`config.mk`:
```
export PLATFORM = sky130hd
export DESIGN_NAME = fft32_stage_sequencer
export DESIGN_NICKNAME = d
export VERILOG_FILES = /design/src/rtl/fft32_stage_sequencer.sv
export SDC_FILE = /design/constraint.sdc
export NUM_CORES = 1
export LEC_CHECK = 0
export CAP_MARGIN = 20
export CORE_UTILIZATION = 35
export DETAILED_ROUTE_END_ITERATION = 8
export PLACE_DENSITY = 0.85
export SLEW_MARGIN = 10
export SYNTH_ARGS = -nofsm -noshare
export SYNTH_HDL_FRONTEND = slang
export SYNTH_SLANG_ARGS = --single-unit
```
`constraint.sdc`:
```
create_clock -name CLK -period 3.6 [get_ports CLK]
set_clock_uncertainty 0.15 [all_clocks]
set_input_delay 0.9 -clock CLK [delete_from_list [all_inputs] [get_ports CLK]]
set_output_delay 0.9 -clock CLK [all_outputs]
set_load 0.02 [all_outputs]
```
`src/rtl/fft32_stage_sequencer.sv`:
```
`default_nettype none
// ============================================================================
// Module      : fft32_stage_sequencer
// Description : Pipeline controller for the 32-point FFT stage chain.
//               Accepts frames over a valid/ready handshake and produces one
//               register enable per FFT stage. It tracks which stages hold a
//               live frame, applies output backpressure and flush, and drives
//               the constant W8^k twiddle words consumed by Stage2.
//
// Parameters  : p_numStages     - registered FFT stages sequenced (>= 2)
//               p_widdleBits    - twiddle word width, packed {real, imag}
//               p_realBits      - width of the real field (upper bits)
//               p_PointPosition - fractional bits in each twiddle field
//
// Ports       : CLK            in   clock
//               RST            in   asynchronous active-low reset
//               i_frame_valid  in   upstream frame present on stage-1 inputs
//               o_frame_ready  out  frame accepted this cycle when valid
//               i_out_ready    in   downstream consumes final-stage output
//               o_out_valid    out  final-stage registers hold a frame
//               i_flush        in   synchronous pipeline discard
//               o_stage_en     out  per-stage enable, bit k -> stage k+1
//               o_busy         out  pipeline non-empty or flushing
//               o_w08..o_w38   out  Stage2 twiddles W8^0..W8^3
//
// Option      : FFT_SEQ_PERF_EN adds saturating counters o_frames_out,
//               o_stall_cycles and o_flush_count (cleared by RST only).
//
// Revision    : 1.0 - initial release
// ============================================================================
module fft32_stage_sequencer #(
    parameter int p_numStages     = 5,
    parameter int p_widdleBits    = 16,
    parameter int p_realBits      = 8,
    parameter int p_PointPosition = 3
) (
    input  logic                    CLK,
    input  logic                    RST,
    input  logic                    i_frame_valid,
    output logic                    o_frame_ready,
    input  logic                    i_out_ready,
    output logic                    o_out_valid,
    input  logic                    i_flush,
    output logic [p_numStages-1:0]  o_stage_en,
    output logic                    o_busy,
    output logic [p_widdleBits-1:0] o_w08,
    output logic [p_widdleBits-1:0] o_w18,
    output logic [p_widdleBits-1:0] o_w28,
    output logic [p_widdleBits-1:0] o_w38
`ifdef FFT_SEQ_PERF_EN
    ,
    output logic [15:0]             o_frames_out,
    output logic [15:0]             o_stall_cycles,
    output logic [7:0]              o_flush_count
`endif
);

    // ------------------------------------------------------------------------
    // Twiddle constants
    // ------------------------------------------------------------------------
    localparam int c_IMAG_BITS = p_widdleBits - p_realBits;

    // 1.0 and round(cos(pi/4)) in the chosen fixed-point format.
    // 46341/65536 approximates 1/sqrt(2); +32768 before the shift rounds.
    localparam int c_ONE = 1 << p_PointPosition;
    localparam int c_R2  = ((1 << p_PointPosition) * 46341 + 32768) >>> 16;

    localparam logic [p_realBits-1:0]  c_RE_ONE  = p_realBits'(c_ONE);
    localparam logic [p_realBits-1:0]  c_RE_ZERO = '0;
    localparam logic [p_realBits-1:0]  c_RE_R2   = p_realBits'(c_R2);
    localparam logic [p_realBits-1:0]  c_RE_NR2  = p_realBits'(-c_R2);
    localparam logic [c_IMAG_BITS-1:0] c_IM_ZERO = '0;
    localparam logic [c_IMAG_BITS-1:0] c_IM_NR2  = c_IMAG_BITS'(-c_R2);
    localparam logic [c_IMAG_BITS-1:0] c_IM_NONE = c_IMAG_BITS'(-c_ONE);

    // W8^k = exp(-j*2*pi*k/8): imaginary parts are zero or negative.
    assign o_w08 = {c_RE_ONE,  c_IM_ZERO};
    assign o_w18 = {c_RE_R2,   c_IM_NR2};
    assign o_w28 = {c_RE_ZERO, c_IM_NONE};
    assign o_w38 = {c_RE_NR2,  c_IM_NR2};

    // ------------------------------------------------------------------------
    // Control FSM and occupancy
    // ------------------------------------------------------------------------
    typedef enum logic [1:0] {
        S_IDLE  = 2'd0,
        S_BUSY  = 2'd1,
        S_FLUSH = 2'd2
    } state_t;

    state_t                   r_state;
    state_t                   w_state_next;
    logic [p_numStages-1:0]   r_occ;
    logic [p_numStages-1:0]   w_occ_next;
    logic                     w_stall;
    logic                     w_ready;
    logic                     w_accept;
    logic                     w_advance;

    always_ff @(posedge CLK or negedge RST) begin
        if (!RST) begin
            r_state <= S_IDLE;
            r_occ   <= '0;
        end else begin
            r_state <= w_state_next;
            r_occ   <= w_occ_next;
        end
    end

    always_comb begin
        w_state_next = r_state;
        w_occ_next   = r_occ;

        w_stall   = r_occ[p_numStages-1] & ~i_out_ready;
        // Ready is also held low while RST is asserted so that no stage
        // enable can fire during reset.
        w_ready   = RST & ~w_stall & (r_state != S_FLUSH);
        w_accept  = i_frame_valid & w_ready;
        // Interior stages move only when nothing blocks the whole chain.
        w_advance = ~w_stall & ~i_flush & (r_state != S_FLUSH);

        // Flush wins over both stall and accept.
        if (i_flush || (r_state == S_FLUSH)) begin
            w_occ_next = '0;
        end else if (!w_stall) begin
            w_occ_next = {r_occ[p_numStages-2:0], w_accept};
        end

        case (r_state)
            S_IDLE: begin
                if (i_flush) begin
                    w_state_next = S_FLUSH;
                end else if (w_accept) begin
                    w_state_next = S_BUSY;
                end
            end
            S_BUSY: begin
                if (i_flush) begin
                    w_state_next = S_FLUSH;
                end else if (w_occ_next == '0) begin
                    w_state_next = S_IDLE;
                end
            end
            S_FLUSH: begin
                // A fresh flush request re-arms the discard cycle.
                w_state_next = i_flush ? S_FLUSH : S_IDLE;
            end
            default: begin
                w_state_next = S_IDLE;
            end
        endcase
    end

    assign o_frame_ready = w_ready;
    assign o_out_valid   = r_occ[p_numStages-1];
    assign o_busy        = (r_state != S_IDLE);
    assign o_stage_en    = {r_occ[p_numStages-2:0] & {(p_numStages-1){w_advance}},
                            w_accept & ~i_flush};

`ifdef FFT_SEQ_PERF_EN
    // ------------------------------------------------------------------------
    // Saturating performance counters
    // ------------------------------------------------------------------------
    logic [15:0] r_frames_out;
    logic [15:0] r_stall_cycles;
    logic [7:0]  r_flush_count;

    always_ff @(posedge CLK or negedge RST) begin
        if (!RST) begin
            r_frames_out   <= '0;
            r_stall_cycles <= '0;
            r_flush_count  <= '0;
        end else begin
            if (o_out_valid && i_out_ready && (r_frames_out != '1)) begin
                r_frames_out <= r_frames_out + 16'd1;
            end
            if (w_stall && (r_stall_cycles != '1)) begin
                r_stall_cycles <= r_stall_cycles + 16'd1;
            end
            if (i_flush && (r_flush_count != '1)) begin
                r_flush_count <= r_flush_count + 8'd1;
            end
        end
    end

    assign o_frames_out   = r_frames_out;
    assign o_stall_cycles = r_stall_cycles;
    assign o_flush_count  = r_flush_count;
`endif

endmodule
`default_nettype wire

```
Word-level counts from Yosys, hierarchy flattened
Index checks and enable logic that the tools add are counted.

Bits in registers: 7. Input port bits: 5. Logic and storage cells: 31.

Equality and inequality tests: 5. Multiplexer cells: 8. Bitwise operators: 11. Reductions and logical operators: 5.

Operators with widths (number): $mux 2 (5); $mux 5 (2); $and 1x1->1 (7); $ne 3x3->1 const B (2); $pmux 2 s3 (1); $logic_not 5->1 (1); $and 4x4->4 (1); $not 1->1 (3); $eq 2x1->1 const B (1); $eq 2x2->1 const B (1); $logic_not 2->1 (1); $ne 2x2->1 const B (1); $reduce_and 2->1 (1); $reduce_bool 2->1 (1); $logic_or 1x1->1 (1).

Logic depth before layout (Yosys ltp)
Depth in word-level cells: 12. Gate-level depth with buffers: 6. Depth with buffers taken out: 6.

Worst setup path before layout
OpenSTA, ideal clock, no wires.

Path type: input -> output. Start point: in i_out_ready. End point: out o_stage_en[0]. Data arrival time: 1.948 ns. Required time: 2.550 ns. Path slack: 0.602 ns. Stages: 5. Cell sequence: nor2b_1 buf_2 nor2b_1 nand2_1 nor2_1.

Word-level cells in the longest chain between the ends: 7.

RTL lines: start, declared (RTL line 41) `input logic i_out_ready,`; $not 1->1 (RTL line 114) `w_stall = r_occ[p_numStages-1] & ~i_out_ready;`; $and 1x1->1 (RTL line 114); $not 1->1 (RTL line 117) `w_ready = RST & ~w_stall & (r_state != S_FLUSH);`; $and 1x1->1 (2 in a row) (RTL line 117); named net o_frame_ready (RTL line 40) `output logic o_frame_ready,`; $and 1x1->1 (RTL line 118) `w_accept = i_frame_valid & w_ready;`; $and 1x1->1 (RTL line 158) `w_accept & ~i_flush};`; end, declared (RTL line 44) `output logic [p_numStages-1:0] o_stage_en,`.

The timed path passes the listed nets, and every way through them passes these cells.

Final worst setup path
Start point: in RST. End point: out o_frame_ready.

Word-level cells in the longest chain between the ends: 2.

RTL lines: start, declared (RTL line 38) `input logic RST,`; $and 1x1->1 (2 in a row) (RTL line 117); end, declared (RTL line 40).

Every way passes these cells.

==> key figures <==
Status
  • Outcome: completed

Setup path
  • Setup slack, reg-to-reg: ~1.5 ns
  • Crit. End Element: output pin
  • Worst Path Required: 2.55 ns
  • Reg-to-Reg Start: r_state[0]$_DFFE_PN0P_
  • Worst R2R End: r_state[1]$_DFFE_PN0P_
  • Worst r2r path cells: 7
  • Setup CP Type: in2out
  • Worst setup SP type: primary input
  • Crit path max fanout: 2
  • Worst EP arrival: 2.41 ns

CTS
  • H-tree levels: 1
  • CTS tree: yes
  • Cts hold-fix bufs: 0
  • Root Driver: clkbuf_4
  • CTS sink count: 7
  • Clock latency on the worst-skew pair: about 0.27 ns
  • CTS clk-pin slew, worst paths: 0.06 ns
  • Inserted Clock Buffers: 3
  • Post-CTS sizing: 1
  • Worst-case clock buffer depth: 2
  • Post-CTS Setup Bufs: 0

STA
  • Fin. Hold Viols: 0
  • Achievable Freq: 0.2889 GHz
  • Final period util: 0.9616
  • Final setup violation count: 0
  • Max-slew violation count: 0
  • Hold_ws: 0.4293 ns
  • RSZ-0062 raised after global routing: no
  • Post-Route Setup TNS: 0 ns
  • Min cycle time layout: 3.462 ns

Global route
  • First-pass GRT wire length: 2014 um
  • Largest net degree at the start of global routing: 8
  • Initial antenna violation count: 0
  • GRT Overall Usage: 0.1043
  • Vias in the first global route: 466
  • Total grt overflow: 0

Cells and area
  • Share of post-route cells with drive strength above 1: 0.1119
  • Most frequent cells in the layout: conb_1 (64), nor2_1 (11), clkdlybuf4s50_1 (7), buf_4 (7), dfrtp_1 (7)
  • Most common cell after layout, fill and taps aside: conb_1
  • Area delta synth->final: -1.186%
  • Post-route insts no fill: 164
  • Diode count: 0
  • Nets: 144
  • Fillers: 266

Floorplanning
  • # rows: 18
  • Die Footprint: 0.002926 mm2
  • Initial Util: 0.3765
  • DIE HEIGHT: about 54 um
  • Ports: 77
  • Die Span X: 54.09 um
  • Core Box Area: approximately 0.0025 mm2

Placement
  • Port bufs: 12
  • Dpl hpwl: 1082 um
  • GP Congestion: 0.7619
  • Inst Count DP: 160

Synthesis
  • Area leader, netlist: buf_4
  • Seq/Total Area, Yosys: 0.1845
  • Post-Syn Instances: 115
  • Distinct cells, synth: 23
  • Ys Warns: 0
  • Post-Syn Area: 949.7 um2
  • #FFs+latches synth: 7
  • Post-synth ARST share: 1.000
  • Syn Area/Cell: 8.258 um2
  • Top cell type's share of synthesized area: 0.5059
  • Ys flop type: dfrtp_1
  • Top cells by area, synth: buf_4 (51%), dfrtp_1 (18%), ha_1 (5.3%)
  • Post-synth EDFFs: 0

Route
  • Final WL: 1330 um
  • Residual DRC count: 0
  • Via count: 569
  • Wirelength per Cell: 8.110 um
  • DR pass1 iterations: 4
  • Final ANT Viol Nets: 0
  • Number of DRC markers in iteration 0: 7
  • Vias/cell: 3.470

Power
  • Pleak: 0.5840 nW
  • P_sw: 157.5 uW
  • PD cells: 367.0 mW/mm2
  • Clk pwr share: 0.227
  • Combinational share of power: 0.507
  • Worst VDD drop: 0.0001524 V
  • Flop pwr share: 0.266
  • Internal power: approximately 190 uW
  • Sw Ratio: 0.4572

Min path
  • Hold_sp: r_occ[0]$_DFF_PN0_
  • Worst Hold Depth: 2
  • Worst Hold End: r_occ[0]$_DFF_PN0_
  • Hold crit path type: reg2reg

Flow run
  • Max Cap Violations: 0
==> cell usage after synthesis (2+ instances only) <==
cell / instances
nor2_1: 11
nor2b_1: 2
and2_1: 3
mux2i_1: 3
ha_1: 4
buf_4: 64
conb_1: 2
inv_1: 3
nand2_1: 3
dfrtp_1: 7
==> sequential cells by signal, summed over array words and instances (netlist names) <==
| signal | cells |
|---|---|
| r_state | 2 |
| r_occ | 5 |
==> worst max-delay path, cell delays in order <==
cell	delay [ns]
clkdlybuf4s50_1	0.47
and2b_2	0.14
nor2b_1	0.17
buf_4	0.14
clkdlybuf4s50_1	0.59
==> per-stage QoR <==
stage	cell area, um2	setup slack, ns	util	power [mW]
2_1_floorplan	1182	0.6017	-	0.2697
3_3_place_gp	903.4	0.01244	0.3581	0.2623
3_5_place_dp	903.4	-0.002010	0.3581	0.2668
4_1_cts	928.4	0.003740	0.3681	0.3479
5_1_grt	938.4	0.09792	0.3720	0.3722
6_report	938.4	0.1382	0.3720	0.3444
==> power by group through the flow <==
| stage | logic [mW] | registers (mW) | clock network (mW) |
|---|---|---|---|
| 2_1_floorplan | 0.178 | 0.0917 | 0 |
| 3_3_place_gp | 0.169 | 0.0928 | 0 |
| 3_5_place_dp | 0.174 | 0.0930 | 0 |
| 4_1_cts | 0.174 | 0.0915 | 0.0820 |
| 5_1_grt | 0.193 | 0.0929 | 0.0866 |
| 6_report | 0.175 | 0.0915 | 0.0783 |
==> routing by layer <==
metal,up-vias,track usage,wire [um]
li1,268,-,-
met1,254,0.09596,450
met2,42,0.1872,715
met3,5,0.03672,126
met4,0,0.07692,36
met5,-,0,0
==> logic make-up after synthesis <==
family / count (synthesis) / share of synthesized area
AOI/OAI and AO/OA: 4 / 0.05402
DFF: 7 / 0.1845
buffers and inverters: 69 / 0.5270
other: 2 / 0.007908
and+or+nand+nor: 26 / 0.1423
muxes: 3 / 0.03162
adders and majority gates: 4 / 0.05270
==> worst max path at each step <==
stage | to | cells after the start | slack, ns | from
floorplan | o_stage_en[0] | 5 | 0.60 | i_out_ready
global placement | o_stage_en[3] | 5 | 0.01 | i_flush
detailed placement | o_stage_en[3] | 5 | -0.002 | i_flush
CTS | o_stage_en[1] | 5 | 0.004 | i_flush
global route | o_frame_ready | 5 | 0.1 | RST
finish | o_frame_ready | 5 | 0.14 | RST
==> area by class of cell <==
type | count | area [um2] | area share
clock buffers | 4 | 26.28 | 0.02800
multi-input cells | 101 | 506.7 | 0.5400
well taps | 30 | 37.54 | 0.04000
flip-flops and latches | 7 | 175.2 | 0.1867
inverters | 3 | 11.26 | 0.01200
repair buffers | 19 | 181.4 | 0.1933
Note: power is estimated with default switching activity, not from simulation.
